[src/rtl/logpix_pkg.sv]
// Shared widths, the pixel type and the signed clamp used by the logpix
// log-magnitude pixel mapper.
package logpix_pkg;

  localparam int PIXEL_W = 8;
  localparam int MANT_W  = 3;
  localparam int OFF_W   = 9;
  localparam int SUM_W   = 10;

  typedef logic [PIXEL_W-1:0] pixel_t;

  // Saturate a signed 10-bit sum into the 0..255 pixel range.
  function automatic pixel_t clampPixel(input logic signed [SUM_W-1:0] v);
    pixel_t p;
    if (v < $signed(10'd0)) begin
      p = '0;
    end else if (v > $signed(10'd255)) begin
      p = '1;
    end else begin
      p = v[PIXEL_W-1:0];
    end
    return p;
  endfunction

endpackage

[src/rtl/logpix_msbidx.sv]
// Combinational leading-one detector: MSB index, the mantissa bits just
// below it (zero-padded for small indices) and an all-zero flag.
module msbidx
  import logpix_pkg::*;
#(
  parameter int W = 32,
  localparam int IDX_W = $clog2(W)
) (
  input  logic [W-1:0]      word_i,
  output logic [IDX_W-1:0]  idx_o,
  output logic [MANT_W-1:0] mant_o,
  output logic              zero_o
);

  // Shifting the word, padded with MANT_W zeros, right by the MSB index
  // leaves the bits under the leading one in the low positions.
  always_comb begin
    idx_o = '0;
    for (int i = 0; i < W; i++) begin
      if (word_i[i]) begin
        idx_o = IDX_W'(i);
      end
    end
    mant_o = MANT_W'({word_i, {MANT_W{1'b0}}} >> idx_o);
    zero_o = (word_i == '0);
  end

endmodule

[src/rtl/logpix.sv]
// Four-stage FFT bin -> log-magnitude pixel mapper with valid/ready flow.
// Define LOGPIX_DCBLANK_EN to force the first bin of every frame to 0x00.
module logpix
  import logpix_pkg::*;
#(
  parameter int                      IW     = 16,
  parameter logic signed [OFF_W-1:0] OFFSET = '0
) (
  input  logic                 i_clk,
  input  logic                 i_reset_n,
  input  logic                 i_valid,
  output logic                 o_ready,
  input  logic signed [IW-1:0] i_re,
  input  logic signed [IW-1:0] i_im,
  input  logic                 i_last,
  output logic                 o_valid,
  input  logic                 i_ready,
  output pixel_t               o_pixel,
  output logic                 o_last
);

  localparam int MAG_W = 2 * IW;
  localparam int IDX_W = $clog2(MAG_W);

  logic                    ce;
  logic                    v1_q, v2_q, v3_q, oValid_q;
  logic                    last1_q, last2_q, last3_q, oLast_q;
  logic signed [MAG_W-1:0] reSq_d, imSq_d;
  logic        [MAG_W-1:0] reSq_q, imSq_q;
  logic        [MAG_W-1:0] mag2_d, mag2_q;
  logic [IDX_W-1:0]        msbIdx;
  logic [MANT_W-1:0]       mant;
  logic                    magZero;
  pixel_t                  lcode_d, lcode_q;
  logic signed [SUM_W-1:0] sum_d;
  pixel_t                  pixel_d, oPixel_q;

  // The whole pipe moves together whenever the output slot is free or drains.
  assign ce      = !oValid_q || i_ready;
  assign o_ready = ce;

  assign reSq_d = i_re * i_re;
  assign imSq_d = i_im * i_im;
  assign mag2_d = reSq_q + imSq_q;

  msbidx #(.W(MAG_W)) uMsb (
    .word_i (mag2_q),
    .idx_o  (msbIdx),
    .mant_o (mant),
    .zero_o (magZero)
  );

  assign lcode_d = magZero ? '0 : PIXEL_W'({msbIdx, mant});
  assign sum_d   = $signed({2'b00, lcode_q}) + $signed({OFFSET[OFF_W-1], OFFSET});

`ifdef LOGPIX_DCBLANK_EN
  logic frameStart_q;
  logic blank1_q, blank2_q, blank3_q;

  // The bin accepted right after reset or after a frame's last bin is DC.
  always_ff @(posedge i_clk or negedge i_reset_n) begin
    if (!i_reset_n) begin
      frameStart_q <= 1'b1;
    end else if (i_valid && ce) begin
      frameStart_q <= i_last;
    end
  end

  always_ff @(posedge i_clk) begin
    if (ce) begin
      blank1_q <= frameStart_q;
      blank2_q <= blank1_q;
      blank3_q <= blank2_q;
    end
  end

  assign pixel_d = blank3_q ? '0 : clampPixel(sum_d);
`else
  assign pixel_d = clampPixel(sum_d);
`endif

  always_ff @(posedge i_clk or negedge i_reset_n) begin
    if (!i_reset_n) begin
      v1_q     <= 1'b0;
      v2_q     <= 1'b0;
      v3_q     <= 1'b0;
      oValid_q <= 1'b0;
      oPixel_q <= '0;
      oLast_q  <= 1'b0;
    end else if (ce) begin
      v1_q     <= i_valid;
      v2_q     <= v1_q;
      v3_q     <= v2_q;
      oValid_q <= v3_q;
      if (v3_q) begin
        oPixel_q <= pixel_d;
        oLast_q  <= last3_q;
      end
    end
  end

  // Payload registers carry no reset; their valid bits qualify them.
  always_ff @(posedge i_clk) begin
    if (ce) begin
      reSq_q  <= reSq_d;
      imSq_q  <= imSq_d;
      last1_q <= i_last;
      mag2_q  <= mag2_d;
      last2_q <= last1_q;
      lcode_q <= lcode_d;
      last3_q <= last2_q;
    end
  end

  assign o_valid = oValid_q;
  assign o_pixel = oPixel_q;
  assign o_last  = oLast_q;

endmodule

[config.mk]
export PLATFORM = sky130hd
export DESIGN_NAME = logpix
export DESIGN_NICKNAME = d
export VERILOG_FILES = /design/src/rtl/logpix_pkg.sv /design/src/rtl/logpix_msbidx.sv /design/src/rtl/logpix.sv
export SDC_FILE = /design/constraint.sdc
export NUM_CORES = 1
export LEC_CHECK = 0
export ABC_AREA = 1
export BUFFER_PORTS_ARGS = -buffer_cell sky130_fd_sc_hd__buf_4
export CAP_MARGIN = 20
export CORE_MARGIN = 2
export CORE_UTILIZATION = 35
export CTS_CLUSTER_DIAMETER = 50
export DETAILED_ROUTE_END_ITERATION = 12
export GPL_TIMING_DRIVEN = 0
export SLEW_MARGIN = 20
export SYNTH_ARGS = -nofsm -noshare
export SYNTH_HDL_FRONTEND = slang
export SYNTH_SLANG_ARGS = --single-unit
[constraint.sdc]
create_clock -name i_clk -period 8.8 [get_ports i_clk]
set_clock_uncertainty 0.15 [all_clocks]
set_input_delay 0.88 -clock i_clk [delete_from_list [all_inputs] [get_ports i_clk]]
set_output_delay 0.88 -clock i_clk [all_outputs]
set_load 0.03 [all_outputs]
## Yosys cells after proc, flatten, opt, wreduce, memory -nomap -nowiden

Cells that the tools add are included.

- Register bits after elaboration: 120
- Bits in latches: 0
- RAM bits: 0
- Bits in read-only memories: 0
- Bits of input ports: 37
- Output and inout port bits: 11
- Word-level logic and storage cells: 56
- Memories kept: 0

- Add/sub/neg operators: 1
- $mul: 2
- Div/mod/pow operators: 0
- $lt $le $gt $ge: 2
- Equality and inequality tests: 0
- Shift-type cells: 1
- Multiplexer cells: 33
- Bitwise logic cells: 0
- Reduce and logical (&&, ||, !) cells: 4

Operator list:

| operator | count |
|---|---|
| 5-bit 2-to-1 mux | 16 |
| 16-bit by 16-bit multiplier with 32-bit output | 2 |
| 35-bit by 5-bit right shift with 3-bit output | 1 |
| 32-bit adder | 1 |
| 32-bit zero test | 1 |
| 4-bit 2-to-1 mux | 8 |
| 8-bit 2-to-1 mux | 2 |
| 3-bit 2-to-1 mux | 4 |
| 8-bit greater-than comparator (second input constant) | 1 |
| 8-bit by 1-bit less-than comparator with 1-bit output (second input constant) | 1 |
| 2-bit 2-to-1 mux | 2 |
| 2-bit AND reduction | 1 |
| 1-bit zero test | 1 |
| 1-bit logical OR | 1 |
| 1-bit 2-to-1 mux | 1 |

## Depth between registers and ports, before layout

- Depth in word-level cells: 32
- Depth in mapped cells: 38
- Mapped depth without buffers: 38

## Hierarchy

Synthesis repeated with hierarchy kept, for this count alone.

- Cells, all modules: 3484
- Area total of the unflattened synthesis: 26832.0 um2

Modules (own cells, without submodules):

| module | instances | cells each | area an instance (um2) | seq. area each (um2) |
|---|---|---|---|---|
| logpix | 1 | 3185 | 25555.8 | 3478.3 |
| msbidx | 1 | 299 | 1276.2 | 0.0 |

## Worst setup path before layout

No wires, ideal clock.

- Path type: input port to flip-flop
- Start point: in i_im[8]
- End point: reg imSq_q[31], data pin
- Library setup time: 260 ps
- Arrival time: 6520 ps
- Data required time: 8390 ps
- Path slack: 1869 ps
- Stages: 31
- Buffers on the path: 2
- Path through: clkbuf_1 clkbuf_1 nand2_1 fa_1 inv_1 fa_1 inv_1 fa_1 inv_1 fa_1 inv_1 fa_1 inv_1 fa_1 ha_1 nand2_1 nor2_1 a211oi_1 nand2_1 inv_1 o21ai_1 a21oi_1 o21ai_1 nand3_1 nand2_1 nand3_1 nand2_1 a21oi_1 nor2_1 nor2_1 xor2_1

- Cells in the longest elaborated chain, start to end: 1

Ends and longest elaborated chain:

| what | line | RTL |
|---|---|---|
| from (decl) | logpix.sv:14 | `input logic signed [IW-1:0] i_im,` |
| 16-bit by 16-bit multiplier with 32-bit output | logpix.sv:43 | `assign imSq_d = i_im * i_im;` |
| named net imSq_d[31] | logpix.sv:28 | `logic signed [MAG_W-1:0] reSq_d, imSq_d;` |
| to (signal assigned) | logpix.sv:106 | `imSq_q <= imSq_d;` |
| to (decl) | logpix.sv:29 | `logic [MAG_W-1:0] reSq_q, imSq_q;` |

The timed path passes the listed nets, and every way through them passes these cells.
A chain may end at the register's enable or synchronous reset.

## Final worst setup path

Ends and elaborated chain as after synthesis.

==> results.cfg <==
[run_status]
status = finished clean

[finish]
areaGrowthSynthToFinish_pct = 8.08
drive_above_1_share = 0.0444
antennaDiodeCount = 0
finalNetCount = 3361

[synth]
synth_ff_type = edfxtp_1
synth_area_leader_cell = fa_1
synthesis.nets = 3310
ys_seq_area_frac = 0.148
synth_area_mm2 = 0.0236
synthCells = 2595
yosys.area.top_type_share = 0.408
synthTopCellsByCount = inv_1, fa_1, nand2_1, ha_1, edfxtp_1
ys_types = 34
async_flop_share = 0.110
synth.area.top_cells = fa_1, edfxtp_1, inv_1
yosys_warnings = 0
synth-seq-cells = 118
post_synth.cell_area_avg_um2 = 9.08
synth_most_common_cell = inv_1
synth_edf_count = 105

[worst_setup_path]
worstPathRequired_ps = 8800
cpPeakStageDelay_ps = 570
worstSetupPathType = in2reg
r2r_start = mag2_q[2]
slowest_stage = fa_1
start_kind = input port
cp-endpoint = imSq_q[31]
crit_start = i_im[8]
reg2reg_depth = 23
critical_path.max_fanout = 10
cp-end-kind = flop
r2r-end = lcode_q[1]
rrSetupSlack_ps = 5380
worstPathArrival_ps = 7690

[grt]
global_route.usage.total = 0.148
grt_max_degree = 58
grt_pass1_vias = 17000
grt_overflow = 0
grt_first_pass_wirelength_mm = 83.6
antenna_found_initial = 0

[place]
io_buffers = 30
gp_congestion = 0.899
place_hpwl_mm = 41.9

[cts]
cts.htree.levels = 4
cts_buffers = 17
cts_resized = 0
clkSinkCount = 118
clk_pin_slew_worst_paths_ps = 50
cts_tree = built
cts_setup_buffers = 0
clk_path_buf_depth = 2
cts-root-buf = clkbuf_16
cts_hold_buf = 0
worstSkewPairLatency_ps = 420

[timing]
rsz0062_at_grt = no
hold_viol = 0
slew_violations = 0
finalCritPeriodShare = 0.874
setup_viol = 0
slew_headroom = 0.438
period_minus_slack_ps = 7690
tns_ps = 0
tightest_slew_ps = 844
max_freq_mhz = 130

[route]
ant_nets = 0
avgRoutedWirePerCell_um = 13.7
drc_errors = 0
num_vias = 15800
drt_wl_total_mm = 48.4
first_iter_violations = 803
first_pass_iters = 5
viasPerCell = 4.48

[floorplan]
rows = 95
start_util = 0.352
dieArea_mm2 = 0.0694
coreArea_mm2 = 0.0669
chipWidth_um = 263
die_y_um = 263
io_pins = 48

[worst_hold_path]
min_path_type = in2async

[job]
cap_violations = 0
-- worst max-delay path, delay by kind of cell --
kind | cells | cell delay [ps]
buffers and inverters | 9 | 1340
AOI/OAI and AO/OA | 5 | 770
and+or+nand+nor | 10 | 1120
xor gates and xnor gates | 1 | 150
adders and majority gates | 7 | 3440
-- per-stage QoR --
step	cells	utilization	setup slack, ps	hold slack [ps]	instance area [um2]
4_1_cts	3532	0.380	1030	134	25500
3_5_place_dp	3500	0.373	593	265	24900
5_1_grt	3532	0.380	529	139	25500
3_3_place_gp	3498	0.372	554	256	24900
2_1_floorplan	2595	-	1870	250	23600
6_report	3532	0.380	1110	149	25500
-- layout make-up --
class                      count  area [um2]
tap                          873        1090
multi-input combinational   1599       16800
clock buffer                  20         437
sequential                   118        3480
fill                        6773       41500
clock inverter                12        87.6
buffer                        68         285
inverter                     810        3040
timing repair buffer          32         280
-- layer usage --
| layer | vias to the layer above | global-route usage | share of wire |
|---|---|---|---|
| met2 | 231 | 0.262 | 0.50 |
| met1 | 7860 | 0.199 | 0.45 |
| li1 | 7695 | - | - |
| met5 | - | 0 | 0 |
| met4 | 0 | 0.0249 | 0.014 |
| met3 | 47 | 0.0164 | 0.029 |
-- how the worst min path moves through the flow --
stage                         start    endpoint  slack (ps)  cells after the start
after floorplan             last1_q     last2_q         250                      0
after global placement      last2_q     last3_q         260                      0
after detailed placement    last2_q     last3_q         270                      0
after CTS                 i_reset_n        v2_q         130                      1
after global routing      i_reset_n  o_pixel[3]         140                      1
final                     i_reset_n  o_pixel[3]         150                      1
-- kinds of logic after synthesis --
family | after synthesis | share of synthesized area
DFF | 118 | 0.148
buffers and inverters | 878 | 0.141
AOI/OAI and AO/OA | 156 | 0.0388
and+or+nand+nor | 641 | 0.112
adders and majority gates | 678 | 0.513
xor gates and xnor gates | 113 | 0.0420
muxes | 11 | 0.00526
-- registers in the layout (all words and copies together), names as in the netlist --
| register | cells |
|---|---|
| mag2_q | 32 |
| imSq_q | 31 |
| reSq_q | 31 |
| lcode_q | 8 |
| o_pixel | 8 |
| last1_q | 1 |
| last2_q | 1 |
| last3_q | 1 |
| o_last | 1 |
| o_valid | 1 |
| v1_q | 1 |
| v2_q | 1 |
| v3_q | 1 |
-- layout by cell type, fill, tap and decap left out, types with 6 or more instances in the layout --
| master | n |
|---|---|
| nor4_1 | 6 |
| dfrtp_1 | 13 |
| o21ai_0 | 22 |
| o21ai_1 | 11 |
| nand2_1 | 439 |
| fa_1 | 480 |
| buf_4 | 32 |
| clkbuf_1 | 66 |
| a21o_1 | 8 |
| a21oi_1 | 81 |
| a21oi_2 | 12 |
| mux2_2 | 11 |
| nand4_1 | 9 |
| a211oi_1 | 6 |
| xnor2_1 | 45 |
| nor2_1 | 58 |
| nor3_1 | 6 |
| inv_1 | 803 |
| nand3_1 | 103 |
| ha_1 | 198 |
| edfxtp_1 | 105 |
| xor2_1 | 68 |
| clkbuf_16 | 17 |
| inv_2 | 7 |
| or2_2 | 12 |
Power is left out: the tool's default activity adds up to more than one toggle a clock period on the data nets, which glitch-free logic cannot reach.
